==> src/rtl/onehot_pulse_dec_pkg.sv <==
// Shared definitions for the one-hot pulse decoder.
//   state_t : FSM encoding (IDLE / DRIVE / GAP)
//   DEC_W   : width of the one-hot strobe vector
//   IDX_W   : width of the index that selects a strobe line
//   CNT_W   : width of the pulse/gap down-counter
package onehot_pulse_dec_pkg;

    localparam int DEC_W = 8;
    localparam int IDX_W = 3;
    localparam int CNT_W = 8;

    typedef enum logic [1:0] {
        ST_IDLE  = 2'd0,
        ST_DRIVE = 2'd1,
        ST_GAP   = 2'd2
    } state_t;

endpackage

==> src/rtl/onehot_dec_3to8.sv <==
// Combinational index -> one-hot decoder with an enable gate.
//   idx_i : index to decode (n -> bit n)
//   en_i  : when low the output is all-zero
//   dec_o : one-hot vector (at most one bit high)
module onehot_dec_3to8
    import onehot_pulse_dec_pkg::*;
(
    input  logic [IDX_W-1:0] idx_i,
    input  logic             en_i,
    output logic [DEC_W-1:0] dec_o
);

    genvar gi;
    generate
        for (gi = 0; gi < DEC_W; gi++) begin : g_line
            assign dec_o[gi] = en_i && (idx_i == IDX_W'(gi));
        end
    endgenerate

endmodule

==> src/rtl/onehot_pulse_dec.sv <==
// Re-expands an accepted 3-bit index into a PULSE_LEN-cycle one-hot strobe,
// followed by GAP_LEN all-zero cycles before the next index is accepted.
//   clk        : clock, rising edge
//   rst        : asynchronous reset, active-high
//   code_in    : index to decode
//   code_valid : code_in valid this cycle
//   code_ready : high only in IDLE; transfer on code_valid && code_ready
//   dec_out    : one-hot strobe during DRIVE, zero otherwise
//   busy       : high in DRIVE or GAP
//   done       : one-cycle pulse on the last DRIVE cycle
// All outputs decode registered state only, so a reset clears them at once.
module onehot_pulse_dec
    import onehot_pulse_dec_pkg::*;
#(
    parameter int unsigned PULSE_LEN = 4,
    parameter int unsigned GAP_LEN   = 1
) (
    input  logic             clk,
    input  logic             rst,
    input  logic [IDX_W-1:0] code_in,
    input  logic             code_valid,
    output logic             code_ready,
    output logic [DEC_W-1:0] dec_out,
    output logic             busy,
    output logic             done
);

    // Counter load values: the counter runs load..0, giving LEN cycles.
    localparam logic [CNT_W-1:0] PULSE_LOAD = CNT_W'(PULSE_LEN - 1);
    localparam bit               HAS_GAP    = (GAP_LEN > 0);
    localparam logic [CNT_W-1:0] GAP_LOAD   = HAS_GAP ? CNT_W'(GAP_LEN - 1) : '0;

    state_t             state_q, state_d;
    logic [CNT_W-1:0]   cnt_q,   cnt_d;
    logic [IDX_W-1:0]   idx_q,   idx_d;

    always_ff @(posedge clk or posedge rst) begin
        if (rst) begin
            state_q <= ST_IDLE;
            cnt_q   <= '0;
            idx_q   <= '0;
        end else begin
            state_q <= state_d;
            cnt_q   <= cnt_d;
            idx_q   <= idx_d;
        end
    end

    always_comb begin
        state_d = state_q;
        cnt_d   = cnt_q;
        idx_d   = idx_q;
        case (state_q)
            ST_IDLE: begin
                if (code_valid) begin
                    state_d = ST_DRIVE;
                    idx_d   = code_in;
                    cnt_d   = PULSE_LOAD;
                end
            end
            ST_DRIVE: begin
                if (cnt_q == '0) begin
                    if (HAS_GAP) begin
                        state_d = ST_GAP;
                        cnt_d   = GAP_LOAD;
                    end else begin
                        state_d = ST_IDLE;
                    end
                end else begin
                    cnt_d = cnt_q - 1'b1;
                end
            end
            ST_GAP: begin
                if (cnt_q == '0) begin
                    state_d = ST_IDLE;
                end else begin
                    cnt_d = cnt_q - 1'b1;
                end
            end
            default: begin
                state_d = ST_IDLE;
                cnt_d   = '0;
            end
        endcase
    end

    assign code_ready = (state_q == ST_IDLE);
    assign busy       = (state_q == ST_DRIVE) || (state_q == ST_GAP);
    assign done       = (state_q == ST_DRIVE) && (cnt_q == '0);

    onehot_dec_3to8 u_dec (
        .idx_i (idx_q),
        .en_i  (state_q == ST_DRIVE),
        .dec_o (dec_out)
    );

endmodule

==> config.mk <==
export PLATFORM = sky130hd
export DESIGN_NAME = onehot_pulse_dec
export DESIGN_NICKNAME = d
export VERILOG_FILES = /design/src/rtl/onehot_pulse_dec_pkg.sv /design/src/rtl/onehot_dec_3to8.sv /design/src/rtl/onehot_pulse_dec.sv
export SDC_FILE = /design/constraint.sdc
export NUM_CORES = 1
export LEC_CHECK = 0
export CORE_ASPECT_RATIO = 1.2
export CORE_UTILIZATION = 54
export DETAILED_ROUTE_END_ITERATION = 12
export PLACE_DENSITY = 0.91
export SLEW_MARGIN = 10
export SYNTH_ARGS = -nofsm -noshare
export SYNTH_HDL_FRONTEND = slang
export SYNTH_HIERARCHICAL = 1
export SYNTH_SLANG_ARGS = --single-unit
export TNS_END_PERCENT = 1
==> constraint.sdc <==
create_clock -name clk -period 2.9 [get_ports clk]
set_input_delay 0.29 -clock clk [delete_from_list [all_inputs] [get_ports clk]]
set_output_delay 0.29 -clock clk [all_outputs]
set_load 0.02 [all_outputs]
==> key figures <==
Global route
  • Congestion Overflow GR: 0
  • Initial antenna violation count: 0
  • Maximum number of pins on one net before global-route repair: 14
  • First-pass GRT wire length: 3284 microns
  • Global Route Usage Sum: 25.57%
  • Vias in the first global route: 717

Synthesis
  • Synth async-reset ratio: 100.0%
  • Post-Syn Instances: 89
  • Mean Syn Cell Area: 10.07 sq um
  • Yosys cell types: 35
  • Net Count, Synth: 101
  • Commonest register cell after synthesis: dfrtp_1
  • Sequential area share after synthesis: 36.31%
  • Seq cells post-synth: 13
  • EDFF count, synth: 0
  • Mapped Area: 895.9 sq um
  • YS warnings: 6

Final layout
  • Share of cells above drive strength 1: 19.27%
  • N_diodes: 0
  • Fillers: 108
  • Multi-input logic area: 536.8 sq um
  • Final #Nets: 122
  • Synth-to-Final Area Change: 23.18%
  • Register area: 325.3 sq um
  • Final Cell Area: 1104 sq um

Pwr
  • Switching Power: 495.5 uW
  • PwrDens: 998.6 nW/um^2
  • Flop pwr share: 30.3%
  • P_int: 606.5 uW
  • Sw frac: 44.96%
  • Leak: 0.0004587 uW
  • Comb power frac: 59.7%
  • Clk pwr share: 10.0%
  • Pwr Total: 1102 uW
  • Max rail drop VDD: 0.6274 mV

Route
  • DRT antenna net count: 0
  • Avg WL per Cell: 15.40 microns
  • Vias/cell: 6.095
  • DR iter-0 viols: 14
  • Routed Wire Length: 1941 microns
  • Via count: 768
  • DRT Pass-1 Iters: 4
  • Remaining DRCs: 0

Worst setup path
  • Critical path type: register to output port
  • Crit path arrival time: 2410 ps
  • Worst path max stage delay: 600 ps
  • CP Capture Type: output port
  • Worst path cell trace: nor4_1 > and3_1 > and2_1 > clkdlybuf4s50_1
  • Delay-heaviest family, CP: simple AND/OR/NAND/NOR gates
  • Req. time, crit path: 2610 ps
  • CP max-delay cell: nor4_1
  • Crit path buf inv count: 1
  • CP max FO: 6
  • CP startpoint kind: register

CTS
  • Setup Buffers After CTS: 0
  • Hold_buf cts: 0
  • Post-CTS resize count: 0
  • CTS tree: built
  • Clock root cell: clkbuf_4
  • Worst-path clk slew: 80 ps
  • H-tree depth: 1
  • Clk sink count: 13
  • Clock Latency Late Sink: 270 ps
  • Clock Tree Buf Depth: 2
  • Total CTS buffers: 3

Floorplan
  • Die width: 39.18 microns
  • I/O pins: 17
  • Core footprint: 1501 sq um
  • Total die area: 1826 sq um
  • Die height: 46.62 microns
  • Initial Utilization: 59.67%
  • Num rows: 15

STA
  • Period utilisation layout: 93.05%
  • Max-slew headroom: 58.23%
  • Setup TNS: 0 ps
  • Slew Viols, Final: 0
  • Actual slew at the worst max-slew pin: 620.9 ps
  • Tmin final: 2698 ps
  • Fmax: 370.6 MHz
  • Final Skew: 0.9558 ps
  • RSZ-0062 raised after global routing: false
  • Setup violators final: 0
  • Final Hold Viols: 0

Place
  • Hpwl dp: 1460 microns
  • Port Buffers: 16
  • RePlAce Congestion: 0.8008
  • Area of placed instances: 1077 sq um

Hold path
  • Min-Delay Path Class: input pin to async pin

Run
  • Max capacitance violation total: 0

Outcome
  • Status: finished clean
-- final cells by class --
cell class	instances	share of cell area [%]
multi-input cells	67	48.64
flip-flops and latches	13	29.48
repair buffers	16	14.51
inverters	9	3.061
clock buffers	4	2.381
well taps	17	1.927
-- cells in the final DEF (no fill, tap or decap), drive strengths merged, types with 2 or more instances in the layout --
master         synthesis  routed
or3                    5       5
or4                    2       2
nor2b                  2       2
clkdlybuf4s50          0      16
nor2                   5       5
nand2                  3       3
clkbuf                 0       4
inv                    9       9
o211ai                 2       2
a21oi                  8       8
and4b                  3       3
o21ai                  7       7
dfrtp                 13      13
nor4                   2       2
nand2b                 2       2
mux2                   3       3
ha                     6       6
o31ai                  3       3
and4bb                 3       3
-- metal layers --
metal	global-route usage, %	routed length, microns	up-vias	share of wire, %
met5	0	0	-	0
met4	2.069	0	0	0
met3	4.348	55	0	2.8
met2	47.33	1037	20	53
met1	31.61	847	368	44
li1	-	-	380	-
-- worst paths after layout --
| path | startpoint | end | slack (ps) | depth (start not counted) |
|---|---|---|---|---|
| max in group asynchronous | rst | idx_q[2]$_DFFE_PP0P_ | 2210 | 2 |
| worst max register to register | cnt_q[2]$_DFFE_PP0P_ | cnt_q[2]$_DFFE_PP0P_ | 800 | 4 |
| min in group clk | cnt_q[1]$_DFFE_PP0P_ | cnt_q[1]$_DFFE_PP0P_ | 530 | 2 |
| worst max-delay path | cnt_q[2]$_DFFE_PP0P_ | done | 200 | 4 |
| worst min-delay path | rst | cnt_q[5]$_DFFE_PP0P_ | 350 | 2 |
| worst min register to register | cnt_q[1]$_DFFE_PP0P_ | cnt_q[1]$_DFFE_PP0P_ | 530 | 2 |
-- power by group through the flow --
stage / Sequential [uW] / Clock [uW] / Combinational (uW)
CTS: 333 / 114 / 656
finish: 334 / 111 / 658
global placement: 327 / 0 / 625
floorplan: 311 / 0 / 477
global route: 347 / 123 / 714
detailed placement: 336 / 0 / 645
-- Yosys cell counts, drive strengths merged, types with 2 or more instances --
master | n | area, sq um
a21oi | 8 | 43.79
and4b | 3 | 33.78
and4bb | 3 | 37.54
dfrtp | 13 | 325.3
ha | 6 | 75.07
inv | 9 | 33.78
mux2 | 3 | 33.78
nand2 | 3 | 11.26
nand2b | 2 | 12.51
nor2 | 5 | 18.77
nor2b | 2 | 12.51
nor4 | 2 | 12.51
o211ai | 2 | 20.02
o21ai | 7 | 46.30
o31ai | 3 | 22.52
or3 | 5 | 37.54
or4 | 2 | 18.77
-- flip-flops by register name, indices dropped and copies added (netlist names) --
name and cells:
cnt_q 8, idx_q 3, state_q 2
-- through the flow --
| step | hold WS [ps] | setup WS [ps] | cells | utilization [%] |
|---|---|---|---|---|
| 6_report | 345.5 | 201.6 | 126 | 73.50 |
| 5_1_grt | 394.6 | 138.9 | 126 | 73.50 |
| 4_1_cts | 352.8 | 237.6 | 126 | 73.50 |
| 3_5_place_dp | 519.9 | 684.6 | 122 | 71.75 |
| 3_3_place_gp | 504.2 | 726.4 | 122 | 71.75 |
| 2_1_floorplan | 167.0 | 1135 | 89 | - |
-- cells by family after synthesis --
group           after synthesis  synth area share (%)
flops                        13                 36.31
fa+ha+maj                     6                 8.380
xor+xnor                      1                0.9778
compound gates               24                 18.44
simple gates                 33                 28.35
mux                           3                 3.771
buf+inv                       9                 3.771
(Power assumes the default switching activity.)
==> variant: new RTL, same flow settings <==
`DEC_W`: 8 -> 9.
--- a/src/rtl/onehot_pulse_dec_pkg.sv
+++ b/src/rtl/onehot_pulse_dec_pkg.sv
@@ -7,3 +7,3 @@
 
-    localparam int DEC_W = 8;
+    localparam int DEC_W = 9;
     localparam int IDX_W = 3;
Interface: changed (resized dec_out); port bits go from 17 to 18. No check against the original RTL was run, so the function may have changed too.
==> variant against the unedited design <==
  * Count of clock-buffer cells in the layout unchanged
  * Sequential cell count unchanged
  * Synthesized area increased by 0.84%
  * Total power increased by 1.0%
  * Core utilization increased by 0.67 points
  * Cell count increased by 0.79%
  * Fmax increased by 5.2%
  * Wire length increased by 1.1%
  * Cell area increased by 0.91%
  * Setup slack improved by 130 ps
  * Critical path type unchanged
  * Largest cell class unchanged
  * Highest routed layer is now met4
==> variant: results (changes against the unedited design) <==
Fin cells: 127 (was 126)
Syn Area/Cell: 10.04 sq um (was 10.07 sq um)
RR Startpoint: state_q[1] (was cnt_q[2])
Reg-to-reg slack, setup: 900 ps (was 800 ps)
Drt pass-1 iters: 4 (unchanged)
Synth cell types: 36 (was 35)
Gp weighted congestion: 0.7865 (was 0.8008)
Pwr dens: 999.7 nW/um^2 (was 998.6 nW/um^2)
Wire per inst: 15.45 microns (was 15.40 microns)
Reg-to-reg endpoint: cnt_q[7] (was cnt_q[2])
P_comb: 0.000666 W (was 0.000658 W)
Fraction of the yosys area taken by sequential cells: 36.01% (was 36.31%)
Layout cells sized above 1: 19.09% (was 19.27%)
First-pass GRT wire length: 3091 microns (was 3284 microns)
Slowest CP cell: clkdlybuf4s50_1 (was nor4_1)
Gr usage total: 25.35% (was 25.57%)
Total placed instance area: 1087 sq um (was 1077 sq um)
Synth Area in Compound Gates: 18.28% (was 18.44%)
Multiplexer share of the synthesized area: 3.740% (was 3.771%)
R2R depth: 6 (was 4)
Crit path DAT: 2270 ps (was 2410 ps)
Adder-Cell Fraction of Synth Area: 8.310% (was 8.380%)
Fillers: 111 (was 108)
Hold Slack: 331.8 ps (was 345.5 ps)
Synthesized net count: 102 (was 101)
Clock slew at reported path FFs: 80 ps (about the same)
I/O Buffers: 17 (was 16)
Period utilization: 88.45% (was 93.05%)
Status: finished clean (unchanged)
Util after Layout: 74.17% (was 73.50%)
Worst slew pin tran: 490.9 ps (was 620.9 ps)
Worst Skew: 3.184 ps (was 0.9558 ps)
Routed via count: 781 (was 768)
Top cells by area, synth: dfrtp_1 (36%), ha_1 (8.3%), and4bb_2 (4.2%) (was dfrtp_1 (36%), ha_1 (8.4%), and4bb_2 (4.2%))
Vias in the first global route: 680 (was 717)
Initial DRC count: 13 (was 14)
Dpl hpwl: 1505 microns (was 1460 microns)
IR drop worst, VDD: 904.1 uV (was 627.4 uV)
Leakage: 0.4621 nW (was 0.4587 nW)
Setup Slack @ Placement: 643.5 ps (was 684.6 ps)
## variant: changes by cell type after synthesis, sizes merged
cell / before / now
buf: 0 / 1
## variant: kinds of logic after synthesis
group	count (synthesis)
multiplexers	3
adder cells (fa/ha/maj)	6
AO/OA/AOI/OAI	24
buffers and inverters	10
AND/OR/NAND/NOR	33
flip-flops	13
XOR/XNOR	1
## variant: layout make-up
class                   instances  area share [%]
multi-input cells              67           48.20
flip-flops and latches         13           29.21
repair buffers                 17           15.28
inverters                       9           3.034
clock buffers                   4           2.360
well taps                      17           1.910
## variant: layer usage
layer  wire length, microns  vias to the layer above  part of all wire [%]  global-route usage, %
met5                      0                        -                     0                      0
met4                     34                        0                   1.7                  12.41
met3                     70                        5                   3.6                  4.265
met2                   1007                       22                    51                  42.33
met1                    851                      375                    43                  31.60
li1                       -                      379                     -                      -
